`src/rtl/wake_arbiter.sv`:
```
// rtl/wake_arbiter.sv - round-robin arbiter sequencing wake-up pulses onto a shared Trig trigger line
//
// Four level-sensitive requesters share one wake_up line. Each grant produces one
// PULSE_W-cycle wake-up pulse. The line is then held low for WINDOW cycles, and
// GAP more guard cycles follow before the next arbitration. This keeps successive
// wake-ups out of an open Trig window.
//
// Ports:
//   clki         clock, rising edge
//   rst_n        asynchronous active-low reset
//   enable       gates new grants only; a service already running always completes
//   req[3:0]     level requests, sampled only while idle
//   grant[3:0]   one-hot, high for PULSE_W + WINDOW cycles
//   gnt_idx[1:0] index of the most recent grant, held until the next grant
//   wake_up      trigger pulse to Trig.wake_up
//   done         one-cycle pulse, rises on the edge where grant falls
//   busy         high whenever not idle
//   issue_count  wrapping count of wake-up pulses issued
module wake_arbiter #(
    parameter int unsigned PULSE_W = 4,
    parameter int unsigned WINDOW  = 14000,
    parameter int unsigned GAP     = 16
) (
    input  logic        clki,
    input  logic        rst_n,
    input  logic        enable,
    input  logic [3:0]  req,
    output logic [3:0]  grant,
    output logic [1:0]  gnt_idx,
    output logic        wake_up,
    output logic        done,
    output logic        busy,
    output logic [19:0] issue_count
);

    localparam logic [19:0] PULSE_LAST  = 20'(PULSE_W - 1);
    localparam logic [19:0] WINDOW_LAST = 20'(WINDOW - 1);
    localparam logic [19:0] GAP_LAST    = 20'(GAP - 1);

    typedef enum logic [1:0] {
        S_IDLE,
        S_PULSE,
        S_WINDOW,
        S_GAP
    } state_t;

    state_t      state;
    logic [19:0] cnt;

    // Round-robin pick: search upward from the slot after the last grant.
    // The last-granted slot is examined last, so a requester that holds req
    // high waits until every other pending requester has been served once.
    logic [1:0] pick_idx;
    logic [1:0] cand;
    logic       pick_valid;

    always_comb begin
        pick_idx   = gnt_idx;
        pick_valid = 1'b0;
        cand       = '0;
        for (int k = 1; k <= 4; k++) begin
            cand = gnt_idx + 2'(k);
            if (!pick_valid && req[cand]) begin
                pick_valid = 1'b1;
                pick_idx   = cand;
            end
        end
    end

    always_ff @(posedge clki or negedge rst_n) begin
        if (!rst_n) begin
            state       <= S_IDLE;
            cnt         <= '0;
            grant       <= '0;
            gnt_idx     <= 2'd3;  // makes req[0] the first priority after reset
            wake_up     <= 1'b0;
            done        <= 1'b0;
            busy        <= 1'b0;
            issue_count <= '0;
        end else begin
            case (state)
                S_IDLE: begin
                    if (enable && pick_valid) begin
                        grant       <= 4'b0001 << pick_idx;
                        gnt_idx     <= pick_idx;
                        wake_up     <= 1'b1;
                        busy        <= 1'b1;
                        issue_count <= issue_count + 20'd1;
                        cnt         <= '0;
                        state       <= S_PULSE;
                    end
                end
                S_PULSE: begin
                    if (cnt == PULSE_LAST) begin
                        wake_up <= 1'b0;
                        cnt     <= '0;
                        state   <= S_WINDOW;
                    end else begin
                        cnt <= cnt + 20'd1;
                    end
                end
                S_WINDOW: begin
                    if (cnt == WINDOW_LAST) begin
                        grant <= '0;
                        done  <= 1'b1;
                        cnt   <= '0;
                        state <= S_GAP;
                    end else begin
                        cnt <= cnt + 20'd1;
                    end
                end
                S_GAP: begin
                    done <= 1'b0;
                    if (cnt == GAP_LAST) begin
                        busy  <= 1'b0;
                        cnt   <= '0;
                        state <= S_IDLE;
                    end else begin
                        cnt <= cnt + 20'd1;
                    end
                end
                default: begin
                    state <= S_IDLE;
                end
            endcase
        end
    end

endmodule

```
`config.mk`:
```
export PLATFORM = sky130hd
export DESIGN_NAME = wake_arbiter
export DESIGN_NICKNAME = d
export VERILOG_FILES = /design/src/rtl/wake_arbiter.sv
export SDC_FILE = /design/constraint.sdc
export NUM_CORES = 1
export LEC_CHECK = 0
export BUFFER_PORTS_ARGS = -buffer_cell sky130_fd_sc_hd__buf_2
export CORE_MARGIN = 5
export CORE_UTILIZATION = 30
export CTS_CLUSTER_DIAMETER = 120
export CTS_CLUSTER_SIZE = 14
export DETAILED_ROUTE_END_ITERATION = 8
export REMOVE_ABC_BUFFERS = 1
export SLEW_MARGIN = 20
export SYNTH_ARGS = -nofsm -noshare
export SYNTH_HDL_FRONTEND = slang
export SYNTH_SLANG_ARGS = --single-unit
```
`constraint.sdc`:
```
create_clock -name clki -period 2.15 [get_ports clki]
set_input_delay 0.1075 -clock clki [delete_from_list [all_inputs] [get_ports clki]]
set_output_delay 0.1075 -clock clki [all_outputs]
set_load 0.005 [all_outputs]
```
* Word-level counts from Yosys, hierarchy flattened
Cells that the tools add are included.
Word-level totals: word-level logic and storage cells 82, bits in registers 51, output and inout bits 29, bits of input ports 7
Operators by class: mux-type cells 36, magnitude comparators 4, add/subtract/negate cells 5, eq/ne operators 10, reduce and logical (&&, ||, !) cells 18, shift operators 1
Operator list (count):
- 20-bit 2-to-1 mux | 4
- 20-bit case mux with 4 select lines | 1
- 20-bit by 1-bit adder with 20-bit output, second input constant | 2
- 20-bit by 14-bit == test with 1-bit output, second input constant | 1
- 20-bit by 2-bit == test with 1-bit output, second input constant | 1
- 20-bit by 4-bit == test with 1-bit output, second input constant | 1
- 2-bit 2-to-1 mux | 8
- 2-bit by 3-bit less-than comparator with 1-bit output, second input constant | 4
- 1-bit 2-to-1 mux | 12
- 3-bit AND reduction | 3
- 1-bit binary-select mux with 2-bit select | 4
- 4-bit 2-to-1 mux | 2
- 2-bit inequality test, second input constant | 4
- 2-bit case mux with 4 select lines | 1
- 4-bit case mux with 2 select lines | 1
- 2-bit nonzero test | 4
- 1-bit case mux with 2 select lines | 3
- 2-bit adder, second input constant | 2
- 2-bit == test, second input constant | 2
- 1-bit logical AND | 4
- 2-bit AND reduction | 2
- 4-bit AND reduction | 1
- 1-bit by 2-bit left shift with 4-bit output, first input constant | 1
- 1-bit logical NOT | 3
- 3 further kinds | 3

* Depth between registers and ports, before layout
Gate-level depths: netlist of run 1.
word-level depth 16, mapped depth 8, gate-level depth less buffers 7

* Least setup slack after synthesis of run 1
Ideal clock, no wire load.
path kind register -> register, start reg cnt[0], end reg state[1], stages on the path, launching flop included 8, data required time 2.022 ns, arrival time 1.942 ns, buffers on the path 1, path slack 0.081 ns, setup time 0.128 ns, clock period less this slack 2.069 ns, cells stage by stage dfrtp_1 ha_1 and3_4 and4_1 buf_4 a21boi_0 nor4_4 mux2_1
Between the ends: longest elaborated chain between the ends 3, elaborated cells on any way between the ends 7, classes of those cells eq/ne: 6; reduce/logical: 1
Ends and longest elaborated chain:
- start, declared | RTL line 48 | logic [19:0] cnt;
- start signal, assigned | RTL line 99 | cnt <= cnt + 20'd1;
- start signal, assigned | RTL line 109 | cnt <= cnt + 20'd1;
- start signal, assigned | RTL line 119 | cnt <= cnt + 20'd1;
- 20-bit by 4-bit == test with 1-bit output, or another cell as far along | RTL line 114 | if (cnt == GAP_LAST) begin
- 2-bit inequality test (no line)
- 4-bit AND reduction (no line) *
- end signal, assigned | RTL line 107 | state <= S_GAP;
- end signal, assigned | RTL line 117 | state <= S_IDLE;
- end signal, assigned | RTL line 123 | state <= S_IDLE;
- end, declared | RTL line 47 | state_t state;
Every way passes the cells marked *; elsewhere a longest branch is shown, timed or not. A chain may end at the register's enable or synchronous reset.

* Worst setup path after layout of run 1
start reg cnt[16], end reg state[1]
Same word-level chain as after synthesis.

==> flow_summary.toml, run 1 <==
[status]
outcome = "finished, final reports clean"

[cts]
clkSinkCount = 51
root_buffer = "clkbuf_8"
numCtsBuffers = 5
clk_latency_ps = 310
ctsLongestPathBuffers = 2
clkSlewWorstSetupHoldPaths_ps = 100
cts_tree = "done"
htree_levels = 2

[route]
viasPerCell = 4.91
drt_iter0_drc = 108
drc = 0
routedWlPerCell_um = 14.1
vias = 2277
ant_nets = 0
drt-total-wl_mm = 6.53
firstDrtPassIters = 4

[logic_synthesis]
ys_seq_elements = 51
synth_cells = 278
synth_flop_cell = "dfrtp_1"
avgSynthCellArea_um2 = 9.93
ys_seq_area_share_pct = 46.3
async_flop_share_pct = 100
synth_cell_types = 52
synth_edf_count = 0
synth_warnings = 0
synth_area_um2 = 2760

[setup_path]
crit_slowest_cell = "dfrtp_1"
max_stage_delay_ps = 440
cp.arrival_ps = 2310
critPathRequiredTime_ps = 2350
critPathKind = "register to register"
worstSetupStartpointType = "register"
path_cells = "nor4_4 -> buf_4 -> and4_4 -> buf_6 -> a21boi_2 -> nor4_4 -> mux2_4"
crit_fanout = 4
critPathCaptureType = "register"
cpMostUsedCell = "nor4_4"

[final_layout]
final_util_pct = 39.0
syn_to_final_growth_pct = 28.5
final_nets = 366
antenna-diode-count = 0
layout.cells.non_filler = 464
final_area_um2 = 3550
fillers = 904
drive_above_1_share_pct = 31.2

[timing]
tightest_slew_ps = 657
finalHoldViolations = 0
fmax_mhz = 475
finalClockSkew_ps = 11.4
rsz0062_at_grt = "true"
setup_viol = 0
post-route-min-period_ps = 2100
drv_slew = 0
fin_ws_ps = 45.5
post-route-period-util_pct = 97.9
tns_ps = 0
max_slew_margin_pct = 56.2

[pwr]
switchingPower_uw = 1240
p_leak_uw = 0.00170
cellInternalPower_uw = 2260
combPwrFrac_pct = 41.5
powerDensity_nw_per_um2 = 988
power_frac_seq_pct = 35.7
clock_power_share_pct = 22.7
swShare_pct = 35.5
ir_drop_mv = 0.356

[place]
place_congestion = 0.801
placed_area_um2 = 3290
dp.cells = 450
hpwlAfterDp_mm = 4.65
preCtsSetupSlack_ps = -217
port_buffers = 35

[global_routing]
grt_use_total_pct = 11.8
grt_overflow = 0
grt_pass1_wl_mm = 10.9
first_global_vias = 2366
antenna_found_initial = 0
grt_max_degree = 52

[floorplan]
die_h_um = 106
die_x_um = 106
start_util_pct = 30.3
core_area_um2 = 9110
ios = 36
die_area_um2 = 11200
rows = 35

[job]
max_cap_viol_count = 0

[worst_hold_path]
hold_class = "input pin to register"
[path summary, 6_finish.rpt]
check                             endpoint  slack [ps]            start  cells past startpoint
setup / recovery                  state[1]          50          cnt[16]                      7
hold / removal                  gnt_idx[1]         270           enable                      6
setup reg to reg                  state[1]          50          cnt[16]                      7
hold reg to reg            issue_count[19]         470  issue_count[19]                      1
max in group asynchronous           cnt[8]        1260            rst_n                      3
min in group asynchronous   issue_count[2]         440            rst_n                      3
[metal layers]
layer | global-route usage (%) | up-vias | share of wire [%]
li1 | - | 1141 | -
met1 | 14.3 | 1101 | 47
met2 | 21.3 | 31 | 49
met3 | 2.91 | 4 | 3.0
met4 | 2.50 | 0 | 0.67
met5 | 0 | - | 0
[cells by family (layout without fill, tap and decap cells)]
| group | after synthesis | in the layout | share of synthesized area (%) |
|---|---|---|---|
| flip-flops | 51 | 51 | 46.3 |
| buffers and inverters | 17 | 92 | 2.81 |
| AND/OR/NAND/NOR | 112 | 112 | 23.0 |
| XOR/XNOR | 32 | 32 | 10.1 |
| AO/OA/AOI/OAI | 52 | 52 | 11.7 |
| adder cells (fa/ha/maj) | 7 | 7 | 3.17 |
| multiplexers | 7 | 7 | 2.81 |
[sequential cells by signal (all words and copies together) (netlist names)]
name         cells
grant            4
state            2
gnt_idx          2
wake_up          1
done             1
busy             1
cnt             20
issue_count     20
[per-stage QoR]
stage / hold WS (ps) / power [uW]
6_report: 267 / 3510
4_1_cts: 266 / 3390
3_3_place_gp: 262 / 2510
3_5_place_dp: 270 / 2530
5_1_grt: 289 / 3750
2_1_floorplan: -188 / 2010
[timing repair]
item,4_1_cts,5_1_grt
hold endpoints to repair,49,0
buffers inserted,1,4
setup endpoints to repair,19,25
gates resized for setup,4,12
pin swaps,4,2
hold buffers,1,0
[placed cells by master (no fill, tap or decap), types with 2 or more instances in the layout]
master and count:
a21oi_1 22, a21oi_2 2, a22oi_1 2, and2_1 3, and3_1 12, and3_2 2, and4_1 2, buf_2 35
buf_4 38, bufinv_16 2, clkbuf_8 5, dfrtp_1 49, dfstp_2 2, ha_1 7, inv_1 9, mux2_2 5
nand2_1 31, nand2b_1 2, nand3_1 11, nand3_2 2, nand4_1 12, nor2_1 13, nor3_1 7, nor3b_1 3
nor4_4 3, o21ai_0 11, or3_1 2, xnor2_1 21, xor2_1 11
[cell usage after synthesis, types with 2 or more instances]
| cell type | instances | area share (%) |
|---|---|---|
| and3_2 | 2 | 0.54 |
| clkbuf_1 | 3 | 0.41 |
| xnor2_1 | 21 | 6.7 |
| inv_1 | 9 | 1.2 |
| and4_1 | 3 | 0.95 |
| nand2_1 | 31 | 4.2 |
| dfrtp_1 | 49 | 44 |
| or3_1 | 2 | 0.45 |
| nor3_1 | 7 | 1.3 |
| o21ai_0 | 11 | 2.0 |
| dfstp_2 | 2 | 1.9 |
| nor3b_1 | 3 | 0.82 |
| nand4_1 | 12 | 2.7 |
| nand3_1 | 13 | 2.4 |
| nor4_2 | 2 | 0.91 |
| nand2b_1 | 2 | 0.45 |
| and3_1 | 12 | 2.7 |
| ha_1 | 7 | 3.2 |
| o31ai_1 | 2 | 0.54 |
| nor2_1 | 13 | 1.8 |
| a21oi_1 | 23 | 4.2 |
| and2_1 | 3 | 0.68 |
| xor2_1 | 11 | 3.5 |
| buf_2 | 2 | 0.36 |
| mux2_2 | 5 | 2.0 |
| a22oi_1 | 2 | 0.54 |
[critical path, delay by kind of cell (launching register included)]
| family | cells | cell delay (ps) |
|---|---|---|
| AO/OA/AOI/OAI | 1 | 80 |
| AND/OR/NAND/NOR | 3 | 880 |
| flip-flops | 1 | 440 |
| buffers and inverters | 2 | 280 |
| multiplexers | 1 | 330 |
[power by group through the flow]
stage               clock network, uW  logic, uW  registers, uW
detailed placement                  0       1260           1270
finish                            796       1460           1250
global placement                    0       1240           1270
CTS                               819       1320           1260
floorplan                           0        750           1260
global route                      856       1610           1280
[area by class of cell]
class / instances / area, um^2 / area share, %
Multi-Input combinational cell: 210 / 1480 / 41.7
Sequential cell: 51 / 1280 / 36.0
Timing Repair Buffer: 75 / 482 / 13.6
Tap cell: 111 / 139 / 3.91
Clock buffer: 5 / 68.8 / 1.94
Clock inverter: 3 / 67.6 / 1.90
Inverter: 9 / 33.8 / 0.952
Power figures use the tool's default switching activity.
==> inputs of run 2 (changes only) <==
Settings changed: ABC_AREA set to 1, SLEW_MARGIN 20 to not set.
Clock period 2.15 ns to 2.5 ns, I/O delays scaled along.
==> run 2 against run 1 <==
  * Sequential power about the same
  * Non-clock buffer count down 32
  * Synthesized area up 36%
  * Global-route usage up 1.6 points
  * Critical path type unchanged
  * Hold slack better by 17 ps
  * Utilization down 4.0 points
  * Clock power down 2%
  * Largest cell class unchanged
  * Cell area up 19%
  * Combinational power up 28%
  * Critical endpoint is now cnt[1]
  * Critical path depth up 5
  * Synthesized cell count up 94%
  * Maximum frequency down 7.8%
==> flow_summary.toml, run 2 <==
[timing]
finalClockSkew_ps = 5.23
rsz0062_at_grt = "false"
tns_ps = 0
post-route-min-period_ps = 2280
tightest_slew_ps = 586
max_slew_margin_pct = 60.6
drv_slew = 0
finalHoldViolations = 0
fmax_mhz = 438
setup_viol = 0
whs_ps = 284
post-route-period-util_pct = 91.3

[route]
firstDrtPassIters = 5
routedWlPerCell_um = 13.1
drt-total-wl_mm = 9.75
viasPerCell = 4.82
drc = 0
drt_iter0_drc = 234
ant_nets = 0
vias = 3577

[setup_path]
worstSetupStartpoint = "gnt_idx[0]"
reg2reg_slack_ps = 220
critPathKind = "register to register"
max_stage_delay_ps = 670
path_cells = "inv_2 -> nand2_1 -> nand2_1 -> nand2_2 -> nand2_4 -> nor2_4 -> nand3_2 -> nand2_4 -> nand2_4 -> inv_2 -> nand2_1 -> o21ai_2"
crit_fanout = 34
critPathRequiredTime_ps = 2710
worstReg2RegEnd = "cnt[1]"
cpLargestDelayFamily = "simple AND/OR/NAND/NOR gates"
reg2reg_from = "gnt_idx[0]"
critPathCaptureType = "register"
crit_slowest_cell = "dfstp_2"
worstSetupStartpointType = "register"
r2r_cells = 12
cp.arrival_ps = 2500
crit_buf_inv = 2

[floorplan]
die_h_um = 122
die_x_um = 122
rows = 40
ios = 36
core_area_um2 = 12100
die_area_um2 = 14800
start_util_pct = 30.9

[logic_synthesis]
synthAdderAreaFrac_pct = 2.34
yosys.area_share.simple_pct = 40.6
synth_edf_count = 0
netlist.area_leader.share_pct = 32.8
synth_area_leaders = "dfrtp_1, nand2_1, nand3_1"
ys_seq_elements = 51
synth_mux_area_share_pct = 0
synth_cell_types = 36
async_flop_share_pct = 100
synth_cells = 538
ys_seq_area_share_pct = 34.2
synth_flop_cell = "dfrtp_1"
synth_warnings = 0
synth-compound-area-share_pct = 7.76
synth_common_cells = "nand2_1, nand3_1, dfrtp_1"
synth_area_um2 = 3740
yosysMostFrequentCell = "nand2_1"
synth_top_family_by_area = "simple AND/OR/NAND/NOR gates"
synth_xor_xnor_area_share_pct = 6.22
avgSynthCellArea_um2 = 6.96
synth_top_cell_by_area = "dfrtp_1"

[pwr]
p_leak_uw = 0.00209
powerDensity_nw_per_um2 = 913
ir_drop_mv = 0.451
power_uw = 3870

[place]
place_congestion = 0.891
hpwlAfterDp_mm = 7.27
port_buffers = 35

[status]
outcome = "finished, final reports clean"

[job]
max_cap_viol_count = 0

[global_routing]
grt_max_degree = 38
grt_use_total_pct = 13.5
grt_overflow = 0
antenna_found_initial = 0
first_global_vias = 3527
grt_pass1_wl_mm = 16.7

[cts]
cts_tree = "done"
clk_latency_ps = 280
clkSlewWorstSetupHoldPaths_ps = 70
clkSinkCount = 51
numCtsBuffers = 5
htree_levels = 2
ctsLongestPathBuffers = 2
root_buffer = "clkbuf_16"
cts_hold_buffers = 1
cts_setup_buffers = 0
ctsResizeCount = 0

[final_layout]
final_nets = 587
syn_to_final_growth_pct = 13.2
seq_area_um2 = 1280
multi_input_area_um2 = 2130
largestRegisters = "cnt x20, issue_count x20, grant x4"
fillers = 1332
drive_above_1_share_pct = 14.8
layout_commonest_cell = "nand2_1"
final_cell_mix = "nand2_1, nand3_1, dfrtp_1"
antenna-diode-count = 0
final_util_pct = 35.0

[worst_hold_path]
hold_class = "input pin to async pin"
run 2: final cells by class:
| cell class | instances | area share (%) |
|---|---|---|
| timing repair buffer | 43 | 5.61 |
| clock buffer | 5 | 2.95 |
| clock inverter | 3 | 1.03 |
| tap | 168 | 4.96 |
| inverter | 55 | 4.93 |
| multi-input combinational | 417 | 50.3 |
| sequential | 51 | 30.2 |
run 2: kinds of logic (layout without fill, tap and decap cells):
kind of cell / after synthesis / after routing
flip-flops: 51 / 51
buffers and inverters: 70 / 106
adder cells (fa/ha/maj): 7 / 7
AO/OA/AOI/OAI: 50 / 50
XOR/XNOR: 24 / 24
AND/OR/NAND/NOR: 336 / 336
run 2: how the worst max path moves through the flow:
| stage | endpoint | cells past startpoint | slack (ps) |
|---|---|---|---|
| detailed placement | cnt[1] | 12 | 240 |
| CTS | cnt[1] | 12 | 210 |
| finish | cnt[1] | 12 | 220 |
| floorplan | grant[0] | 11 | 580 |
| global route | cnt[1] | 12 | 3 |
| global placement | cnt[1] | 12 | 350 |
run 2: report_power, final:
group          total, uW  switching, uW  leakage [uW]  internal, uW
logic               1870           1280       0.00133           585
registers           1220            218      0.000678          1000
clock network        782            310     0.0000838           473
total               3870           1810       0.00209          2060
run 2: layer usage:
layer / GRT usage, % / routed length [um]
met4: 3.15 / 133
met1: 18.4 / 4570
met2: 22.3 / 4520
met3: 2.32 / 519
met5: 0 / 0
run 2: stage by stage:
stage	instances	worst slack (ps)	cell area, um^2
after CTS	742	212	4240
after global routing	742	3.03	4240
final	742	217	4240
after detailed placement	733	238	4060
after floorplan	523	582	3620
after global placement	733	345	4060
run 2: worst register-to-register path, stage by stage, from the launching register on:
cell and delay [ps]:
dfstp_2 670, inv_2 150, nand2_1 80, nand2_1 100, nand2_2 120, nand2_4 80
nor2_4 110, nand3_2 90, nand2_4 120, nand2_4 240, inv_2 290, nand2_1 100
o21ai_2 70
